### config.mk
export PLATFORM = sky130hd
export DESIGN_NAME = data_mem_arbiter
export DESIGN_NICKNAME = d
export VERILOG_FILES = /design/src/rtl/mem_arb_pkg.sv /design/src/rtl/rr_pick2.sv /design/src/rtl/data_mem_arbiter.sv
export SDC_FILE = /design/constraint.sdc
export NUM_CORES = 1
export LEC_CHECK = 0
export CORE_ASPECT_RATIO = 0.8
export CORE_MARGIN = 2
export CORE_UTILIZATION = 42
export CTS_BUF_LIST = sky130_fd_sc_hd__clkbuf_4 sky130_fd_sc_hd__clkbuf_8
export DETAILED_ROUTE_END_ITERATION = 10
export PLACE_DENSITY = 0.95
export SLEW_MARGIN = 30
export SYNTH_ARGS = -nofsm -noshare
export SYNTH_HDL_FRONTEND = slang
export SYNTH_SLANG_ARGS = --single-unit
### constraint.sdc
create_clock -name CLK -period 2.8 [get_ports CLK]
set_clock_uncertainty 0.2 [all_clocks]
set_input_delay 0.56 -clock CLK [delete_from_list [all_inputs] [get_ports CLK]]
set_output_delay 0.56 -clock CLK [all_outputs]
set_load 0.1 [all_outputs]
### src/rtl/mem_arb_pkg.sv
// Shared types and port identifiers for the data-memory arbiter.
package mem_arb_pkg;

  typedef enum logic [1:0] {
    IDLE,
    ISSUE,
    WAIT
  } arb_state_t;

  localparam logic PORT_CPU = 1'b0;
  localparam logic PORT_LDR = 1'b1;

endpackage

### src/rtl/rr_pick2.sv
// Combinational two-way round-robin pick: on a tie the port that did not win last time is chosen.
module rr_pick2
  import mem_arb_pkg::*;
(
  input  logic [1:0] req,
  input  logic       last_grant,
  output logic [1:0] gnt,
  output logic       gnt_id
);

  always_comb begin
    gnt_id = PORT_CPU;
    case (req)
      2'b01:   gnt_id = PORT_CPU;
      2'b10:   gnt_id = PORT_LDR;
      2'b11:   gnt_id = ~last_grant;
      default: gnt_id = PORT_CPU;
    endcase
  end

  always_comb begin
    gnt = 2'b00;
    if (req != 2'b00) begin
      gnt = (gnt_id == PORT_LDR) ? 2'b10 : 2'b01;
    end
  end

endmodule

### src/rtl/data_mem_arbiter.sv
// Shares one single-port data memory between the CPU memory stage and the UART loader,
// one access at a time, with round-robin fairness and a fixed memory latency.
module data_mem_arbiter
  import mem_arb_pkg::*;
#(
  parameter int unsigned MEM_LATENCY = 2,
  parameter int unsigned ADDR_W      = 32
) (
  input  logic              CLK,
  input  logic              reset,

  input  logic              cpu_req,
  input  logic              cpu_we,
  input  logic [ADDR_W-1:0] cpu_addr,
  input  logic [31:0]       cpu_wdata,
  output logic              cpu_ack,
  output logic              cpu_rvalid,
  output logic [31:0]       cpu_rdata,

  input  logic              ldr_req,
  input  logic              ldr_we,
  input  logic [ADDR_W-1:0] ldr_addr,
  input  logic [31:0]       ldr_wdata,
  output logic              ldr_ack,
  output logic              ldr_rvalid,
  output logic [31:0]       ldr_rdata,

  output logic [ADDR_W-1:0] mem_addr,
  output logic [31:0]       mem_wdata,
  output logic              mem_write,
  output logic              mem_read,
  input  logic [31:0]       mem_rdata,

  output logic              busy
);

  localparam int unsigned CntW = (MEM_LATENCY > 1) ? $clog2(MEM_LATENCY) : 1;
  localparam logic [CntW-1:0] CntLoad = CntW'(MEM_LATENCY - 1);

  arb_state_t        state_q, state_d;
  logic [CntW-1:0]   cnt_q, cnt_d;
  logic              last_grant_q, last_grant_d;
  logic              owner_q, owner_d;
  logic              we_q, we_d;
  logic [ADDR_W-1:0] addr_q, addr_d;
  logic [31:0]       wdata_q, wdata_d;
  logic              cpu_rvalid_q, cpu_rvalid_d;
  logic              ldr_rvalid_q, ldr_rvalid_d;
  logic [31:0]       cpu_rdata_q, cpu_rdata_d;
  logic [31:0]       ldr_rdata_q, ldr_rdata_d;

  logic [1:0] pick_gnt;
  logic       pick_id;
  logic       accept;

  rr_pick2 u_pick (
    .req        ({ldr_req, cpu_req}),
    .last_grant (last_grant_q),
    .gnt        (pick_gnt),
    .gnt_id     (pick_id)
  );

  // Acks only come out of IDLE; held low while reset is asserted so nothing is accepted then.
  assign accept  = (state_q == IDLE) && !reset && (cpu_req || ldr_req);
  assign cpu_ack = accept && pick_gnt[0];
  assign ldr_ack = accept && pick_gnt[1];

  always_comb begin
    state_d      = state_q;
    cnt_d        = cnt_q;
    last_grant_d = last_grant_q;
    owner_d      = owner_q;
    we_d         = we_q;
    addr_d       = addr_q;
    wdata_d      = wdata_q;
    cpu_rvalid_d = 1'b0;
    ldr_rvalid_d = 1'b0;
    cpu_rdata_d  = cpu_rdata_q;
    ldr_rdata_d  = ldr_rdata_q;

    unique case (state_q)
      IDLE: begin
        if (accept) begin
          owner_d      = pick_id;
          last_grant_d = pick_id;
          we_d         = (pick_id == PORT_LDR) ? ldr_we    : cpu_we;
          addr_d       = (pick_id == PORT_LDR) ? ldr_addr  : cpu_addr;
          wdata_d      = (pick_id == PORT_LDR) ? ldr_wdata : cpu_wdata;
          state_d      = ISSUE;
        end
      end
      ISSUE: begin
        cnt_d   = CntLoad;
        state_d = WAIT;
      end
      WAIT: begin
        if (cnt_q != '0) begin
          cnt_d = cnt_q - 1'b1;
        end else begin
          // Writes still signal completion but leave the owner's read data untouched.
          if (owner_q == PORT_LDR) begin
            ldr_rvalid_d = 1'b1;
            if (!we_q) ldr_rdata_d = mem_rdata;
          end else begin
            cpu_rvalid_d = 1'b1;
            if (!we_q) cpu_rdata_d = mem_rdata;
          end
          state_d = IDLE;
        end
      end
      default: state_d = IDLE;
    endcase
  end

  always_ff @(posedge CLK) begin
    if (reset) begin
      state_q      <= IDLE;
      cnt_q        <= '0;
      last_grant_q <= PORT_LDR;
      owner_q      <= PORT_CPU;
      we_q         <= 1'b0;
      addr_q       <= '0;
      wdata_q      <= '0;
      cpu_rvalid_q <= 1'b0;
      ldr_rvalid_q <= 1'b0;
      cpu_rdata_q  <= '0;
      ldr_rdata_q  <= '0;
    end else begin
      state_q      <= state_d;
      cnt_q        <= cnt_d;
      last_grant_q <= last_grant_d;
      owner_q      <= owner_d;
      we_q         <= we_d;
      addr_q       <= addr_d;
      wdata_q      <= wdata_d;
      cpu_rvalid_q <= cpu_rvalid_d;
      ldr_rvalid_q <= ldr_rvalid_d;
      cpu_rdata_q  <= cpu_rdata_d;
      ldr_rdata_q  <= ldr_rdata_d;
    end
  end

  assign mem_addr   = addr_q;
  assign mem_wdata  = wdata_q;
  assign mem_read   = (state_q == ISSUE) && !we_q;
  assign mem_write  = (state_q == ISSUE) && we_q;
  assign cpu_rvalid = cpu_rvalid_q;
  assign ldr_rvalid = ldr_rvalid_q;
  assign cpu_rdata  = cpu_rdata_q;
  assign ldr_rdata  = ldr_rdata_q;
  assign busy       = (state_q != IDLE);

endmodule

==> qor.yml, run 1 <==
yosys:
  ys_types: 33
  synthCells: 558
  synthArstFlopShare: 0
  avgSynthCellArea_um2: 9.42
  synthesis.area_um2: 5260
  syn-num-nets: 728
  postSynth.topFlopCell: "dfxtp_1"
  ys_warn_count: 0
  synth-edff-count: 0
  synth-seq-area-share: 0.518
  ys_seq_elements: 136
route:
  ant_nets: 0
  vias: 5368
  drc: 0
  wl_per_cell_um: 16.9
  post_drt_via_cell_ratio: 5.24
  routed_wl_mm: 17.3
  first_pass_iters: 4
  drtIter0Drc: 362
grt:
  grtUsageTotal: 0.251
  grt_pass1_wl_mm: 26.9
  grt_pass1_vias: 5231
  overflow: 0
  antenna_found_initial: 0
  grt_max_degree: 61
pwr:
  p_per_area_nw_per_um2: 709
  vdd_drop_max_mv: 0.368
  leakage_nw: 3.62
placed_design:
  gp_congestion: 0.862
  dp.cells: 992
  hpwl_mm: 12.4
  io_buffers: 300
  placed_cell_area_um2: 8010
clocking:
  clock_path_buffers: 2
  cts_made_buffers: 17
  ctsHoldBuffers: 0
  clkSinkCount: 136
  tritoncts: "done"
  htree_num_levels: 4
  clockRootBuffer: "clkbuf_8"
  cts_setup_buffers: 0
  clk_pin_slew_worst_paths_ps: 80
  cts-resized-gates: 0
  clock_latency_ps: 420
sta:
  timing.hold.ws_ps: 254
  period_needed_ps: 2650
  hold_viol_final: 0
  final.period_utilization: 0.945
  timing.fmax_ghz: 0.378
  setup_viol: 0
  drv_slew: 0
  worst_slew_pin_slew_ps: 553
  tns_ps: 0
  rsz0062_at_grt: "no"
  maxSlewHeadroom: 0.632
min_path:
  hp-start: "cpu_rdata[10]"
  whs_path_depth: 2
  hold_path.class: "register to register"
final_layout:
  final_cell_mix: "clkdlybuf4s50_1 (164), buf_4 (145), dfxtp_1 (136)"
  fillers: 954
  area_delta_synth_final_pct: 61.5
  diodes: 0
  drive_gt1_frac: 0.227
  ff_latch_area_um2: 2720
  layout.cells.non_filler: 1024
  fin_nets: 1010
  multi_input_area_um2: 2230
  fin_area_um2: 8490
  final_common_cell: "clkdlybuf4s50_1"
  post-route-util: 0.696
floorplan:
  rows: 36
  initial_core_util: 0.431
  dieArea_um2: 13400
  io_pins: 301
  die_y_um: 104
  core-area_um2: 12200
  dieWidth_um: 129
worst_setup_path:
  r2r_start: "state_q[0]"
  critPathKind: "register to output pin"
  reg2reg_depth: 6
  required_ps: 2040
  crit_path_end_kind: "output pin"
  crit_path_start: "state_q[1]"
  worst-path-max-fanout: 6
  arrival_ps: 1890
  startpoint_type: "register"
flow_run:
  drv_cap: 0
run_status:
  status: "complete, no violations"
## path summary, 6_finish.rpt
check                  end  slack (ps)
max                cpu_ack         150
min reg2reg  cpu_rdata[10]         250
min          cpu_rdata[10]         250
max reg2reg   mem_addr[20]         700
## synthesized netlist by cell type (2+ instances only)
library cell,number,area share
a211oi_1,2,0.0029
a21oi_1,66,0.063
a221o_1,61,0.12
a31oi_1,5,0.0060
and2_1,2,0.0024
and3_1,56,0.067
and3_4,4,0.0086
buf_2,18,0.017
buf_6,15,0.032
clkbuf_1,18,0.013
dfxtp_1,136,0.52
ha_1,4,0.0095
inv_1,3,0.0021
nand2_1,130,0.093
nand2b_1,2,0.0024
nand3_1,8,0.0076
nand4b_1,3,0.0050
nor2_1,4,0.0029
nor2b_1,2,0.0024
nor4bb_1,2,0.0038
o21ai_0,5,0.0048
## sequential cells by signal (all words and copies together) (netlist names), 2 cells and up
name / cells
cpu_rdata: 32
ldr_rdata: 32
mem_addr: 32
mem_wdata: 32
state_q: 2
## kinds of logic (layout without fill, tap and decap cells)
logic type | Yosys count | after routing | share of synthesized area
flops | 136 | 136 | 0.518
buf+inv | 55 | 350 | 0.0657
compound gates | 143 | 143 | 0.199
simple gates | 220 | 220 | 0.208
fa+ha+maj | 4 | 4 | 0.00952
## worst max-delay path, cell delays in order (launching register included)
cell and delay [ps]:
dfxtp_1 320, inv_1 110, ha_1 300, and3b_2 240
and2_1 280, buf_12 210
## final cells by class
class,instances,share of cell area
timing repair buffer,315,0.334
clock inverter,11,0.0228
tap,171,0.0252
inverter,3,0.00133
sequential,136,0.321
multi-input combinational,367,0.263
clock buffer,21,0.0333
## per-stage QoR
stage	power [W]	worst slack [ps]
after floorplan	0.00357	81.0
after global placement	0.00412	254
after detailed placement	0.00415	246
after CTS	0.00605	119
after global routing	0.00622	25.5
final	0.00602	155
## metal layers
metal	global-route usage	vias to the layer above	share of wire
li1	-	2573	-
met1	0.301	2510	0.40
met2	0.414	250	0.49
met3	0.0849	35	0.085
met4	0.0970	0	0.024
met5	0	-	0
## power breakdown
part / switching [W] / leakage [nW] / internal [W]
logic: 0.00136 / 2.27 / 0.000566
registers: 0.0000982 / 1.11 / 0.00208
clock network: 0.000763 / 0.239 / 0.00114
total: 0.00223 / 3.62 / 0.00379
No activity file was read; power rests on OpenSTA's default activity.
==> run 2, diff against run 1 <==
--- a/config.mk
+++ b/config.mk
@@ -9,8 +9,10 @@
 export CORE_MARGIN = 2
 export CORE_UTILIZATION = 42
 export CTS_BUF_LIST = sky130_fd_sc_hd__clkbuf_4 sky130_fd_sc_hd__clkbuf_8
+export CTS_CLUSTER_SIZE = 16
 export DETAILED_ROUTE_END_ITERATION = 10
 export PLACE_DENSITY = 0.95
+export SETUP_SLACK_MARGIN = 0.05
 export SLEW_MARGIN = 30
 export SYNTH_ARGS = -nofsm -noshare
 export SYNTH_HDL_FRONTEND = slang
==> run 2 against run 1 <==
Net effect: largest cell class unchanged; fmax up 2.1%; clock power is essentially flat; sequential power is essentially flat; die area unchanged; clock-buffer cell count unchanged; largest power group unchanged.
==> qor.yml, run 2 (synthesis results as in run 1) <==
floorplan:
  die_y_um: 104  # unchanged
  rows: 36  # unchanged
  core-area_um2: 12200  # unchanged
  initial_core_util: 0.431  # unchanged
  io_pins: 301  # unchanged
  dieArea_um2: 13400  # unchanged
  dieWidth_um: 129  # unchanged
clocking:
  clkSinkCount: 136  # unchanged
  ctsHoldBuffers: 0  # unchanged
  cts_made_buffers: 17  # unchanged
  clock_path_buffers: 2  # unchanged
  htree_num_levels: 4  # unchanged
  cts_setup_buffers: 0  # unchanged
  clock_latency_ps: 420  # about the same
  clk_pin_slew_worst_paths_ps: 80  # about the same
  clockRootBuffer: "clkbuf_8"  # unchanged
  cts-resized-gates: 0  # unchanged
  tritoncts: "done"  # unchanged
route:
  first_pass_iters: 5  # was 4
  drtIter0Drc: 362  # unchanged
  ant_nets: 0  # unchanged
  wl_per_cell_um: 16.9  # about the same
  drc: 0  # unchanged
  vias: 5379  # was 5368
  routed_wl_mm: 17.3  # about the same
  post_drt_via_cell_ratio: 5.25  # was 5.24
final_layout:
  final_common_cell: "clkdlybuf4s50_1"  # unchanged
  fillers: 953  # was 954
  final_cell_mix: "clkdlybuf4s50_1 (164), buf_4 (145), dfxtp_1 (136)"  # unchanged
  area_delta_synth_final_pct: 61.6  # was 61.5%
  fin_nets: 1010  # unchanged
  diodes: 0  # unchanged
  drive_gt1_frac: 0.229  # was 0.227
pwr:
  pwr-share-comb: 0.321  # about the same
  leakage_nw: 3.62  # about the same
  vdd_drop_max_mv: 0.368  # about the same
  p_sw_frac: 0.370  # about the same
  intPower_w: 0.00379  # about the same
  power.switching_w: 0.00223  # about the same
  p_per_area_nw_per_um2: 709  # about the same
  finalPower_w: 0.00602  # about the same
  seqPwrFrac: 0.362  # about the same
  clkPwrFrac: 0.317  # about the same
sta:
  rsz0062_at_grt: "no"  # unchanged
  tns_ps: 0  # unchanged
  drv_slew: 0  # unchanged
  maxSlewHeadroom: 0.628  # was 0.632
  timing.fmax_ghz: 0.386  # was 0.378 GHz
  setup_viol: 0  # unchanged
  worst_slew_pin_slew_ps: 557  # was 553 ps
  final.period_utilization: 0.925  # was 0.945
  period_needed_ps: 2590  # was 2650 ps
  hold_viol_final: 0  # unchanged
placed_design:
  gp_congestion: 0.862  # unchanged
  hpwl_mm: 12.4  # unchanged
  io_buffers: 300  # unchanged
grt:
  overflow: 0  # unchanged
  grt_max_degree: 61  # unchanged
  grtUsageTotal: 0.251  # unchanged
  grt_pass1_wl_mm: 26.9  # unchanged
  antenna_found_initial: 0  # unchanged
  grt_pass1_vias: 5231  # unchanged
worst_setup_path:
  startpoint_type: "register"  # unchanged
  crit_path_start: "state_q[1]"  # unchanged
  worst-path-max-fanout: 6  # unchanged
  r2r_start: "state_q[0]"  # unchanged
  required_ps: 2040  # about the same
  critPathKind: "register to output pin"  # unchanged
  arrival_ps: 1830  # was 1890 ps
  crit_path_end_kind: "output pin"  # unchanged
flow_run:
  drv_cap: 0  # unchanged
min_path:
  hp-start: "cpu_rdata[10]"  # unchanged
  hold_path.class: "register to register"  # unchanged
run_status:
  status: "complete, no violations"  # unchanged
run 2: cell counts in the layout (fill, tap and decap cells not counted):
Identical to the previous run, type by type.
run 2: worst max-delay path: stages (launching register included):
cell and delay [ps]:
dfxtp_1 320, inv_1 110, ha_2 270, and3b_2 220
and2_1 280, buf_12 210
run 2: power groups by stage:
stage / combinational [W] / sequential [W] / clock [W]
global placement: 0.00191 / 0.00221 / 0
detailed placement: 0.00193 / 0.00222 / 0
floorplan: 0.000400 / 0.00317 / 0
finish: 0.00193 / 0.00218 / 0.00191
CTS: 0.00193 / 0.00218 / 0.00194
global route: 0.00200 / 0.00220 / 0.00203
run 2: worst paths after layout:
check	endpoint	slack, ps	cells after the start
max	cpu_ack	210	5
min	cpu_rdata[10]	250	2
max reg2reg	mem_addr[20]	770	6
min reg2reg	cpu_rdata[10]	250	2
run 2: stage by stage:
stage	hold slack [ps]	utilization	setup WS [ps]	cells	cell area (um2)
final	254	0.696	209	1024	8490
after global routing	270	0.696	94.0	1024	8490
after CTS	258	0.696	119	1024	8490
after detailed placement	248	0.657	246	992	8010
after global placement	242	0.657	254	992	8010
after floorplan	306	-	81.0	558	5260
run 2: per-layer routing:
| layer | track usage | up-vias | part of all wire |
|---|---|---|---|
| met4 | 0.0970 | 0 | 0.024 |
| met3 | 0.0849 | 35 | 0.089 |
| li1 | - | 2574 | - |
| met2 | 0.414 | 263 | 0.49 |
| met1 | 0.301 | 2507 | 0.40 |
| met5 | 0 | - | 0 |
run 2: final cells by class:
cell class	instances	area, um2	area share
timing repair buffer	315	2840	0.334
sequential	136	2720	0.321
multi-input combinational	367	2230	0.263
clock buffer	21	283	0.0333
tap	171	214	0.0252
clock inverter	11	194	0.0228
inverter	3	11.3	0.00133
==> run 3, diff against run 2 <==
--- a/config.mk
+++ b/config.mk
@@ -6,11 +6,12 @@
 export NUM_CORES = 1
 export LEC_CHECK = 0
 export CORE_ASPECT_RATIO = 0.8
-export CORE_MARGIN = 2
+export CORE_MARGIN = 1.5
 export CORE_UTILIZATION = 42
 export CTS_BUF_LIST = sky130_fd_sc_hd__clkbuf_4 sky130_fd_sc_hd__clkbuf_8
 export CTS_CLUSTER_SIZE = 16
 export DETAILED_ROUTE_END_ITERATION = 10
+export GPL_TIMING_DRIVEN = 1
 export PLACE_DENSITY = 0.95
 export SETUP_SLACK_MARGIN = 0.05
 export SLEW_MARGIN = 30
==> run 3 against run 2 <==
Net effect: critical path type is now input port to output pin; sequential power is essentially flat; global-route usage shrank 0.22 points; via count shrank 1.1%; clock-buffer cell count shrank 3; fmax shrank 3.7%; critical endpoint unchanged; utilization shrank 0.26 points; sequential cell count is the same; routed wire length shrank 2.2%.
==> qor.yml, run 3 (synthesis results as in run 1) <==
sta:
  rsz0062_at_grt: "no"  # unchanged
  final.period_utilization: 0.961  # was 0.925
  tns_ps: 0  # unchanged
  worst_slew_pin_slew_ps: 680  # was 557 ps
  period_needed_ps: 2690  # was 2590 ps
  timing.fmax_ghz: 0.371  # was 0.386 GHz
  drv_slew: 0  # unchanged
  setup_viol: 0  # unchanged
  hold_viol_final: 0  # unchanged
  maxSlewHeadroom: 0.547  # was 0.628
grt:
  grt_use_met3: 0.0778  # was 0.0849
  use_met2: 0.425  # was 0.414
  met1_usage: 0.285  # was 0.301
  grt_pass1_wl_mm: 25.5  # was 26.9 mm
  antenna_found_initial: 0  # unchanged
  grtUsageTotal: 0.249  # was 0.251
  grt_pass1_vias: 5157  # was 5231
  top_usage_layer: "met2"  # unchanged
  overflow: 0  # unchanged
  grt_max_degree: 67  # was 61
floorplan:
  core-area_um2: 12200  # unchanged
  dieWidth_um: 128  # was 129 um
  initial_core_util: 0.431  # unchanged
  io_pins: 301  # unchanged
  rows: 36  # unchanged
  die_y_um: 103  # was 104 um
  dieArea_um2: 13200  # was 13400 um2
clocking:
  cts-resized-gates: 0  # unchanged
  ctsHoldBuffers: 0  # unchanged
  clock_latency_ps: 420  # about the same
  clock_path_buffers: 2  # unchanged
  clk_pin_slew_worst_paths_ps: 70  # was 80 ps
  clockRootBuffer: "clkbuf_8"  # unchanged
  tritoncts: "done"  # unchanged
  htree_num_levels: 4  # unchanged
  clkSinkCount: 136  # unchanged
  cts_setup_buffers: 0  # unchanged
  cts_made_buffers: 17  # unchanged
pwr:
  p_sw_frac: 0.380  # was 0.370
  finalPower_w: 0.00589  # was 0.00602 W
  power.switching_w: 0.00224  # was 0.00223 W
  pwr-share-comb: 0.327  # was 0.321
  seqPwrFrac: 0.370  # was 0.362
  clkPwrFrac: 0.303  # was 0.317
  vdd_drop_max_mv: 0.400  # was 0.368 mV
  p_per_area_nw_per_um2: 696  # was 709 nW/um2
  leakage_nw: 3.59  # was 3.62 nW
  intPower_w: 0.00365  # was 0.00379 W
final_layout:
  ff_latch_area_um2: 2720  # unchanged
  final_common_cell: "clkdlybuf4s50_1"  # unchanged
  final_cell_mix: "clkdlybuf4s50_1 (164), buf_4 (140), dfxtp_1 (136)"  # was clkdlybuf4s50_1 (164), buf_4 (145), dfxtp_1 (136)
  fillers: 957  # was 953
  area_delta_synth_final_pct: 61.0  # was 61.6%
  fin_nets: 1007  # was 1010
  multi_input_area_um2: 2230  # unchanged
  drive_gt1_frac: 0.225  # was 0.229
route:
  vias: 5318  # was 5379
  first_pass_iters: 5  # unchanged
  drc: 0  # unchanged
  post_drt_via_cell_ratio: 5.21  # was 5.25
  ant_nets: 0  # unchanged
  drtIter0Drc: 341  # was 362
  routed_wl_mm: 16.9  # was 17.3 mm
  wl_per_cell_um: 16.6  # was 16.9 um
worst_setup_path:
  startpoint_type: "input port"  # was register
  critPathKind: "input port to output pin"  # was register to output pin
  crit_path_end_kind: "output pin"  # unchanged
  required_ps: 2040  # about the same
  arrival_ps: 1930  # was 1830 ps
  worst-path-max-fanout: 6  # unchanged
run_status:
  status: "complete, no violations"  # unchanged
flow_run:
  drv_cap: 0  # unchanged
placed_design:
  io_buffers: 300  # unchanged
  hpwl_mm: 12.0  # was 12.4 mm
  gp_congestion: 0.846  # was 0.862
min_path:
  hold_path.class: "register to register"  # unchanged
-- run 3: worst paths after layout --
path                        to  depth (start not counted)          from  slack [ps]
setup / recovery       cpu_ack                          4       cpu_req         110
hold / removal    cpu_rdata[0]                          2  cpu_rdata[0]         260
setup reg to reg  mem_addr[13]                          6    state_q[0]         770
hold reg to reg   cpu_rdata[0]                          2  cpu_rdata[0]         260
-- run 3: layer usage --
metal / wire length (um) / up-vias
met5: 0 / -
met4: 522 / 0
met3: 1200 / 45
met2: 8330 / 209
met1: 6890 / 2499
li1: - / 2565
-- run 3: through the flow --
step	instances	hold slack [ps]	setup slack (ps)	area, um2	utilization
after floorplan	558	306	81.0	5260	-
after global placement	989	243	125	8020	0.657
after detailed placement	989	247	122	8020	0.657
after CTS	1020	259	83.1	8460	0.693
after global routing	1020	277	54.9	8460	0.693
final	1021	257	108	8460	0.693
-- run 3: area by class of cell --
| type | instances | area share |
|---|---|---|
| repair buffers | 312 | 0.335 |
| flip-flops and latches | 136 | 0.322 |
| multi-input cells | 367 | 0.264 |
| clock buffers | 18 | 0.0293 |
| well taps | 171 | 0.0253 |
| clock inverters | 13 | 0.0228 |
| inverters | 3 | 0.00133 |
| diodes | 1 | 0.000296 |
-- run 3: power by group through the flow --
stage               clock (W)  combinational, W  sequential [W]
floorplan                   0          0.000400         0.00317
global placement            0           0.00191         0.00221
detailed placement          0           0.00193         0.00222
CTS                   0.00182           0.00193         0.00218
global route          0.00191           0.00200         0.00220
finish                0.00178           0.00193         0.00218
-- run 3: worst max-delay path, stage by stage --
cell	delay, ps
clkdlybuf4s50_1	610
and3b_2	270
and2_1	270
buf_12	210
